**src/rtl/dir_input_queue.sv**
```systemverilog
// Button front-end for the snake core: sync, optional debounce (DIRQ_DEBOUNCE_EN), press priority,
// reversal filter and a small turn FIFO released one entry per game tick.
module dir_input_queue #(
  parameter int CLK_HZ      = 25_000_000,
  parameter int DEBOUNCE_MS = 10,
  parameter int DEPTH       = 2
) (
  input  logic       clk_pix,
  input  logic       reset,
  input  logic       up_n,
  input  logic       left_n,
  input  logic       down_n,
  input  logic       right_n,
  input  logic       tick,
  output logic [1:0] dir,
  output logic [2:0] queue_count,
  output logic       drop_evt
);

  localparam int PW = (DEPTH > 1) ? $clog2(DEPTH) : 1;

  logic [3:0]    btn_n;
  logic [3:0]    sync1, sync2, deb, deb_d, armed, press, losers;
  logic [1:0]    flush;
  logic [1:0]    req, ref_dir;
  logic          req_valid, pop, push, full, drop_nxt;
  logic [PW-1:0] rd_ptr, wr_ptr, tail_idx;
  logic [1:0]    fifo [DEPTH];

  // Bit index equals the direction code it requests.
  assign btn_n = {right_n, down_n, left_n, up_n};

  function automatic logic [PW-1:0] ptr_inc(input logic [PW-1:0] p);
    return (p == PW'(DEPTH - 1)) ? '0 : p + 1'b1;
  endfunction

  // A button only arms once the refilled synchroniser shows it released, so a hold through reset is ignored.
  always_ff @(posedge clk_pix or posedge reset) begin
    if (reset) begin
      sync1 <= '1;
      sync2 <= '1;
      deb_d <= '1;
      armed <= '0;
      flush <= '0;
    end else begin
      sync1 <= btn_n;
      sync2 <= sync1;
      deb_d <= deb;
      flush <= (flush == 2'd2) ? flush : flush + 2'd1;
      armed <= armed | (sync2 & {4{flush == 2'd2}});
    end
  end

`ifdef DIRQ_DEBOUNCE_EN
  localparam int D_RAW = CLK_HZ / 1000 * DEBOUNCE_MS;
  localparam int D     = (D_RAW < 1) ? 1 : D_RAW;
  localparam int CW    = $clog2(D + 1);

  for (genvar i = 0; i < 4; i++) begin : g_deb
    logic [CW-1:0] cnt;
    logic          level;
    always_ff @(posedge clk_pix or posedge reset) begin
      if (reset) begin
        cnt   <= '0;
        level <= 1'b1;
      end else if (sync2[i] == level) begin
        cnt <= '0;
      end else if (cnt == CW'(D - 1)) begin
        cnt   <= '0;
        level <= sync2[i];
      end else begin
        cnt <= cnt + 1'b1;
      end
    end
    assign deb[i] = level;
  end
`else
  assign deb = sync2;
`endif

  assign press = armed & deb_d & ~deb;

  always_comb begin
    req       = 2'd0;
    req_valid = |press;
    for (int i = 3; i >= 0; i--) begin
      if (press[i]) req = 2'(i);
    end
    losers = req_valid ? (press & ~(4'd1 << req)) : 4'd0;
  end

  // The newest queued turn is the reference, so reversals are judged against where the snake will be heading.
  assign tail_idx = (wr_ptr == '0) ? PW'(DEPTH - 1) : wr_ptr - 1'b1;
  assign ref_dir  = (queue_count != 3'd0) ? fifo[tail_idx] : dir;
  assign full     = (queue_count == 3'(DEPTH));
  assign pop      = tick && (queue_count != 3'd0);

  always_comb begin
    push     = 1'b0;
    drop_nxt = |losers;
    if (req_valid && (req != ref_dir)) begin
      if ((req == (ref_dir ^ 2'b10)) || (full && !pop)) drop_nxt = 1'b1;
      else push = 1'b1;
    end
  end

  always_ff @(posedge clk_pix or posedge reset) begin
    if (reset) begin
      dir         <= 2'd3;
      queue_count <= 3'd0;
      drop_evt    <= 1'b0;
      rd_ptr      <= '0;
      wr_ptr      <= '0;
      for (int i = 0; i < DEPTH; i++) fifo[i] <= 2'd0;
    end else begin
      drop_evt <= drop_nxt;
      if (push) begin
        fifo[wr_ptr] <= req;
        wr_ptr       <= ptr_inc(wr_ptr);
      end
      if (pop) begin
        dir    <= fifo[rd_ptr];
        rd_ptr <= ptr_inc(rd_ptr);
      end
      if (push && !pop)      queue_count <= queue_count + 3'd1;
      else if (pop && !push) queue_count <= queue_count - 3'd1;
    end
  end

endmodule

```
**config.mk**
```make
export PLATFORM = sky130hd
export DESIGN_NAME = dir_input_queue
export DESIGN_NICKNAME = d
export VERILOG_FILES = /design/src/rtl/dir_input_queue.sv
export SDC_FILE = /design/constraint.sdc
export NUM_CORES = 1
export LEC_CHECK = 0
export CORE_ASPECT_RATIO = 0.8
export CORE_MARGIN = 2
export CORE_UTILIZATION = 34
export CTS_CLUSTER_DIAMETER = 100
export DETAILED_ROUTE_END_ITERATION = 10
export GPL_ROUTABILITY_DRIVEN = 0
export SLEW_MARGIN = 10
export SYNTH_ARGS = -nofsm -noshare
export SYNTH_HDL_FRONTEND = slang
export SYNTH_SLANG_ARGS = --single-unit
```
**constraint.sdc**
```tcl
create_clock -name clk_pix -period 6.7 [get_ports clk_pix]
set_clock_uncertainty 0.2 [all_clocks]
set_input_delay 1.34 -clock clk_pix [delete_from_list [all_inputs] [get_ports clk_pix]]
set_output_delay 1.34 -clock clk_pix [all_outputs]
set_load 0.005 [all_outputs]
```
# After elaboration in Yosys (flattened, before gate mapping)
# Index checks and enable logic that the tools add are counted.
# totals
regBits	30
in_bits	7
out_inout_bits	6
elab_cells	75
# classes
n_addsub	6
magnitude_cmp	4
n_eq_ne	4
n_shift	1
n_mux	24
n_bitwise	11
reduce_logical	13
# op_table
op	count
2-bit 2-to-1 mux	12
4-bit bitwise AND	4
4-bit NOT	2
4-bit OR reduction	2
1-bit 2-to-1 mux	7
2-bit greater-or-equal comparator (second input constant)	3
1-bit logical AND	6
3-bit 2-to-1 mux	2
1-bit NOT with 2-bit output	3
4-bit bitwise mux	1
4-bit 2-to-1 mux	1
4-bit bitwise OR	1
1-bit by 2-bit << shifter with 4-bit output (first input constant)	1
3-bit by 1-bit adder with 3-bit output (second input constant)	1
3-bit by 2-bit == test with 1-bit output (second input constant)	1
3-bit nonzero test	1
3-bit by 1-bit subtractor with 3-bit output (second input constant)	1
1-bit adder (second input constant)	2
2-bit by 1-bit adder with 2-bit output (second input constant)	1
2-bit demux with 1-bit select	1
2-bit == test	1
2-bit == test (second input constant)	1
1-bit logical NOT	2
2-bit by 1-bit < comparator with 1-bit output (second input constant)	1
5 further kinds	5

# Depth between registers and ports, before layout
# Gate-level depths: netlist (run 1).
# depth
depth_word	16
ltp_mapped	11
depth_no_buf	11

# Worst setup path before layout (run 1)
# No wires, ideal clock.
# synth_timing
path_kind	input-to-reg
from	in tick
to	reg queue_count[1]
setup_time_ps	125
t_arrival_ps	3061
required_ps	6375
slack_ps	3315
cell_stages	7
path_buffers	0
cell_sequence	nor4b_1 a21oi_4 o21a_1 ha_1 inv_1 fa_1 mux2_2
# synth_between
elab_chain_len	9
elab_cells_between_ends	11
cone_classes	mux: 3; reduce/logical: 8
# synth_lines
item	line_no	rtl
start, declared	14	input logic tick,
1-bit logical AND (*)	96	assign pop = tick && (queue_count != 3'd0);
1-bit logical NOT	102, 125	
1-bit logical AND	102	if ((req == (ref_dir ^ 2'b10)) || (full && !pop)) drop_nxt = 1'b1;
1-bit logical OR	102	
1-bit 2-to-1 mux	102	
1-bit 2-to-1 mux	101	if (req_valid && (req != ref_dir)) begin
1-bit logical NOT	126	else if (pop && !push) queue_count <= queue_count - 3'd1;
1-bit logical AND	126	
2-bit nonzero test (no source line)	-	
end signal, assigned	125	if (push && !pop) queue_count <= queue_count + 3'd1;
end signal, assigned	126	
end, declared	16	output logic [2:0] queue_count,
# Every way passes the cells marked *; elsewhere a longest branch is shown, timed or not.
# A chain may end at the register's enable or synchronous reset.

# Final worst setup path (run 1)
# Ends and elaborated chain as after synthesis.

==> results of run 1 <==
[Yosys cell counts, drive strengths merged]
master / count
a211oi: 3
a21boi: 1
a21o: 5
a21oi: 2
a311oi: 1
a31oi: 4
and3b: 2
clkbuf: 1
dfrtp: 16
dfstp: 14
fa: 1
ha: 2
inv: 5
mux2: 4
mux2i: 5
nand2: 7
nand3: 2
nand3b: 4
nor2: 4
nor3: 1
nor4: 2
nor4b: 1
o211a: 1
o211ai: 2
o21a: 1
o21ai: 4
or3: 1
xnor2: 5
xor2: 2
[worst max-delay path by stage]
stage	from	endpoint	slack, ns	cells after the start
4_1_cts	tick	queue_count[1]$_DFFE_PP0P_	2.98	8
3_3_place_gp	tick	queue_count[1]$_DFFE_PP0P_	2.78	8
6_report	tick	queue_count[1]$_DFFE_PP0P_	2.98	8
2_1_floorplan	tick	queue_count[1]$_DFFE_PP0P_	3.31	7
5_1_grt	tick	queue_count[1]$_DFFE_PP0P_	2.83	8
3_5_place_dp	tick	queue_count[1]$_DFFE_PP0P_	2.69	8
[registers in the layout (all words and copies together), names as in the netlist, 2 cells and up]
signal       count
armed            4
queue_count      3
flush            2
sync1            4
deb_d            4
dir              2
fifo             4
deb              4
[cell type report]
| class | count | share of cell area [%] |
|---|---|---|
| repair buffers | 12 | 7.61 |
| inverters | 5 | 1.19 |
| flip-flops and latches | 30 | 48.7 |
| clock buffers | 6 | 5.23 |
| well taps | 44 | 3.49 |
| clock inverters | 2 | 0.793 |
| multi-input cells | 67 | 33.0 |
[kinds of logic (layout without fill, tap and decap cells)]
kind of cell,after synthesis,after routing,synth area share [%]
flip-flops,30,30,58.6
AO/OA/AOI/OAI,24,24,13.9
AND/OR/NAND/NOR,24,24,10.4
multiplexers,9,9,7.25
XOR/XNOR,7,7,4.68
buffers and inverters,6,25,1.72
adder cells (fa/ha/maj),3,3,3.43
[metrics by stage]
| stage | worst slack [ns] | std cells | cell area, um^2 |
|---|---|---|---|
| after floorplan | 3.31 | 103 | 1310 |
| after global placement | 2.78 | 158 | 1480 |
| after detailed placement | 2.69 | 158 | 1480 |
| after CTS | 2.98 | 166 | 1580 |
| after global routing | 2.83 | 166 | 1580 |
| final | 2.98 | 166 | 1580 |
[critical path, stage by stage]
cell and delay [ns]:
clkdlybuf4s50_1 0.43, nor4b_1 0.69, a21oi_4 0.10, o21a_1 0.18, ha_1 0.21, inv_1 0.07
fa_1 0.40, mux2_2 0.27
[per-layer routing]
metal  track usage (%)  vias to the layer above
met4              7.01                        0
li1                  -                      407
met2              18.9                       24
met3              4.59                        4
met1              14.1                      438
met5                 0                        -
[power by group]
group | switching, mW | internal, mW | total (mW) | leakage, nW
Sequential | 0.0446 | 0.229 | 0.274 | 0.325
Clock | 0.0657 | 0.0823 | 0.148 | 0.0472
Combinational | 0.107 | 0.135 | 0.242 | 0.279
==> flow_summary.json, run 1 <==
{
  "status": "finished clean",
  "worst-r2r-cell-count": 11,
  "start_util_pct": 34.9,
  "hold_slack_ns": 0.157,
  "clock-sinks": 30,
  "yosys_register_bits": 30,
  "dieArea_um2": 4370,
  "die_y_um": 59.5,
  "power_density_nw_per_um2": 421,
  "cts_tree": "done",
  "ys_warn_count": 0,
  "die_x_um": 73.4,
  "vias": 873,
  "reg2reg_from": "deb[3]$_DFF_PP1_",
  "min_path_type": "flip-flop to flip-flop",
  "h-tree-depth": 2,
  "critPathMaxFanout": 7,
  "first_pass_iters": 4,
  "final_common_cell": "dfrtp_1",
  "gr-usage-all-layers_pct": 12.0,
  "synth_top_area_cell": "dfrtp_1",
  "clock_latency_ns": 0.28,
  "rows": 20,
  "antenna_found_initial": 0,
  "cts_buffers": 5,
  "critPathCaptureType": "flip-flop",
  "numPortBuffers": 12,
  "nets": 131,
  "syn_avg_cell_area_um2": 12.7,
  "post_cts_resized": 0,
  "critical_path_class": "primary input to flip-flop",
  "min-delay-start": "sync1[3]$_DFF_PP1_",
  "synthCells": 103,
  "post-route-min-period_ns": 3.72,
  "cts_max_path_buffers": 2,
  "dr_wl_met2_um": 1060,
  "rsz0062_at_grt": "false",
  "drc": 0,
  "register_area_um2": 768,
  "drt-met1-wl_um": 981,
  "grt_max_degree": 31,
  "grt_first_pass_wirelength_um": 3790,
  "drtAntennaViolNets": 0,
  "r2r_slack_ns": 3.66,
  "worstMarginPinSlew_ns": 1.03,
  "dp.final_hpwl_um": 1560,
  "cp.required_ns": 6.67,
  "post-route-period-util_pct": 55.5,
  "core-area_um2": 3750,
  "crit_arrival_ns": 3.69,
  "hold_buffers": 0,
  "first_iter_violations": 62,
  "routedWlPerCell_um": 13.1,
  "p_leak_nw": 0.652,
  "layout.cells.most_common_list": "16 x dfrtp_1, 14 x dfstp_2, 12 x clkdlybuf4s50_1",
  "synth_nets": 113,
  "p_total_mw": 0.664,
  "finalSetupTns_ns": 0,
  "first_global_vias": 871,
  "finalHoldViolations": 0,
  "cts.clk_slew.worst_paths_ns": 0.07,
  "vdd_ir_drop_max_uv": 147,
  "routed.top_layer": "met4",
  "area_growth_pct": 20.3,
  "synth_area_leaders": "dfrtp_1 31%, dfstp_2 28%, mux2i_1 3.8%",
  "multi_input_area_um2": 520,
  "synth_area_um2": 1310,
  "hold_depth": 0,
  "slew_headroom_pct": 31.2,
  "post-cts-setup-buffers": 0,
  "drive_gt1_share_pct": 24.6,
  "yosysUniqueCellTypes": 32,
  "globalRouteOverflowTotal": 0,
  "r2r_end": "queue_count[2]$_DFFE_PP0P_",
  "setup_viol": 0,
  "fillCellCount": 368,
  "postLayoutCoreUtil_pct": 42.0,
  "root_buffer": "clkbuf_8",
  "seq_area_frac_synth_pct": 58.6,
  "hold_end": "deb[3]$_DFF_PP1_",
  "crit_path_start_kind": "primary input",
  "clock.fmax_ghz": 0.269,
  "cap_violations": 0,
  "met3_length_um": 99,
  "antenna_cells": 0,
  "synth_top_cell_area_share_pct": 30.5,
  "ioPinCount": 13,
  "vias_per_cell": 5.26,
  "drt_wl_total_um": 2180,
  "finalMaxSlewViolations": 0
}
Note: power is estimated with default switching activity, not from simulation.
==> run 2, diff against run 1 <==
- clock period: 6.7 -> 3.2 ns (I/O delays scaled with it)
==> flow_summary.json, run 2 (synthesis results as in run 1) <==
{
  "first_iter_violations": 32,
  "vias": 877,
  "p_switching_mw": 0.454,
  "drt_wl_total_um": 2170,
  "grt_first_pass_wirelength_um": 3950,
  "dieArea_um2": 4370,
  "cpMaxStageDelayCell": "dfrtp_1",
  "path_common_cell": "xor2_1",
  "globalRouteOverflowTotal": 0,
  "clock.fmax_ghz": 0.336,
  "rsz0062_at_grt": "false",
  "finalSetupTns_ns": 0,
  "cts.clk_slew.worst_paths_ns": 0.06,
  "fillCellCount": 351,
  "post-route-min-period_ns": 2.98,
  "cts_max_path_buffers": 2,
  "critical_path_class": "flip-flop to flip-flop",
  "routedWlPerCell_um": 12.7,
  "core-area_um2": 3750,
  "critPathMaxFanout": 6,
  "finalInstanceArea_um2": 1600,
  "power_density_nw_per_um2": 864,
  "gr-usage-all-layers_pct": 12.1,
  "grt_max_degree": 25,
  "first_global_vias": 905,
  "postLayoutCoreUtil_pct": 42.7,
  "reg2reg_from": "queue_count[0]$_DFFE_PP0P_",
  "die_y_um": 59.5,
  "place_area_um2": 1510,
  "finalMaxSlewViolations": 0,
  "start_util_pct": 34.9,
  "cp_num_buf_inv": 1,
  "path_cells": "or3_4 > a21oi_1 > o21ai_1 > a21oi_4 > o21a_1 > ha_1 > inv_1 > fa_1 > xor2_1 > nor2_1 > xor2_1",
  "root_buffer": "clkbuf_8",
  "clock_latency_ns": 0.28,
  "min-delay-start": "sync1[2]$_DFF_PP1_",
  "setup_viol": 0,
  "h-tree-depth": 2,
  "comb_power_share_pct": 38.6,
  "status": "finished clean",
  "min_path_type": "flip-flop to flip-flop",
  "cts_tree": "done",
  "crit_path_start_kind": "flip-flop",
  "critPathCaptureType": "flip-flop",
  "slowest_delay_ns": 0.46,
  "vias_per_cell": 5.13,
  "crit_start": "queue_count[0]$_DFFE_PP0P_",
  "cp.required_ns": 3.21,
  "vdd_ir_drop_max_uv": 315,
  "p_leak_nw": 0.678,
  "finalHoldViolations": 0,
  "antenna_cells": 0,
  "rows": 20,
  "drtAntennaViolNets": 0,
  "cap_violations": 0,
  "first_pass_iters": 4,
  "ioPinCount": 13,
  "area_growth_pct": 22.2,
  "nets": 136,
  "clkPwrFrac_pct": 20.5,
  "worstMarginPinSlew_ns": 0.912,
  "die_x_um": 73.4,
  "slew_headroom_pct": 39.2,
  "numPortBuffers": 12,
  "cts_buffers": 5,
  "power.share.switching_pct": 32.8,
  "post-route-period-util_pct": 93.1,
  "cp_top_family": "compound AO/OA/AOI/OAI gates",
  "power_frac_seq_pct": 40.9,
  "clock-sinks": 30,
  "layout.cells.most_common_list": "16 x dfrtp_1, 14 x dfstp_2, 12 x clkdlybuf4s50_1",
  "final_common_cell": "dfrtp_1",
  "drive_gt1_share_pct": 26.8,
  "dp.final_hpwl_um": 1570,
  "crit_arrival_ns": 2.98,
  "p_int_mw": 0.931,
  "drc": 0,
  "hold_buffers": 0,
  "antenna_found_initial": 0
}
-- run 2: worst paths after layout --
check | depth (start not counted) | slack (ns) | to
min in group asynchronous | 2 | 0.66 | flush[1]$_DFFE_PP0P_
max reg2reg | 11 | 0.22 | queue_count[2]$_DFFE_PP0P_
min | 0 | 0.16 | deb[2]$_DFF_PP1_
min reg2reg | 0 | 0.16 | deb[2]$_DFF_PP1_
max in group asynchronous | 3 | 1.44 | deb[2]$_DFF_PP1_
max | 11 | 0.22 | queue_count[2]$_DFFE_PP0P_
-- run 2: metal layers --
layer  wire [um]  up-vias  share of wire, %  GRT usage (%)
met5           0        -                 0              0
met4          63        0               2.9           7.01
met3         102        9               4.7           4.08
met2         970       23                45           18.7
met1        1040      429                48           15.0
li1            -      416                 -              -
-- run 2: final cells by class --
cell class                      instances  area, um^2  share of cell area, %
Sequential cell                        30         768                   47.9
Multi-Input combinational cell         67         520                   32.5
Timing Repair Buffer                   17         158                   9.84
Clock buffer                            6        72.6                   4.53
Tap cell                               44        55.1                   3.43
Inverter                                5        18.8                   1.17
Clock inverter                          2        10.0                  0.625
-- run 2: through the flow --
stage	instances	total power [mW]	worst slack, ns	hold slack (ns)
6_report	171	1.38	0.222	0.156
5_1_grt	171	1.49	0.00568	0.160
4_1_cts	170	1.38	0.217	0.157
3_5_place_dp	162	1.09	0.165	0.148
3_3_place_gp	162	1.08	0.205	0.145
2_1_floorplan	103	0.929	0.433	0.145
-- run 2: timing repair --
item,CTS,global route
endpoints found under the hold margin,0,0
resized for setup,0,1
endpoints found under the setup margin,0,1
buffers inserted,0,1
-- run 2: power groups by stage --
stage                     registers (mW)  logic (mW)  clock network, mW
after detailed placement           0.573       0.519                  0
after CTS                          0.568       0.520              0.294
after global placement             0.572       0.508                  0
after floorplan                    0.558       0.371                  0
after global routing               0.583       0.600              0.312
final                              0.567       0.534              0.284
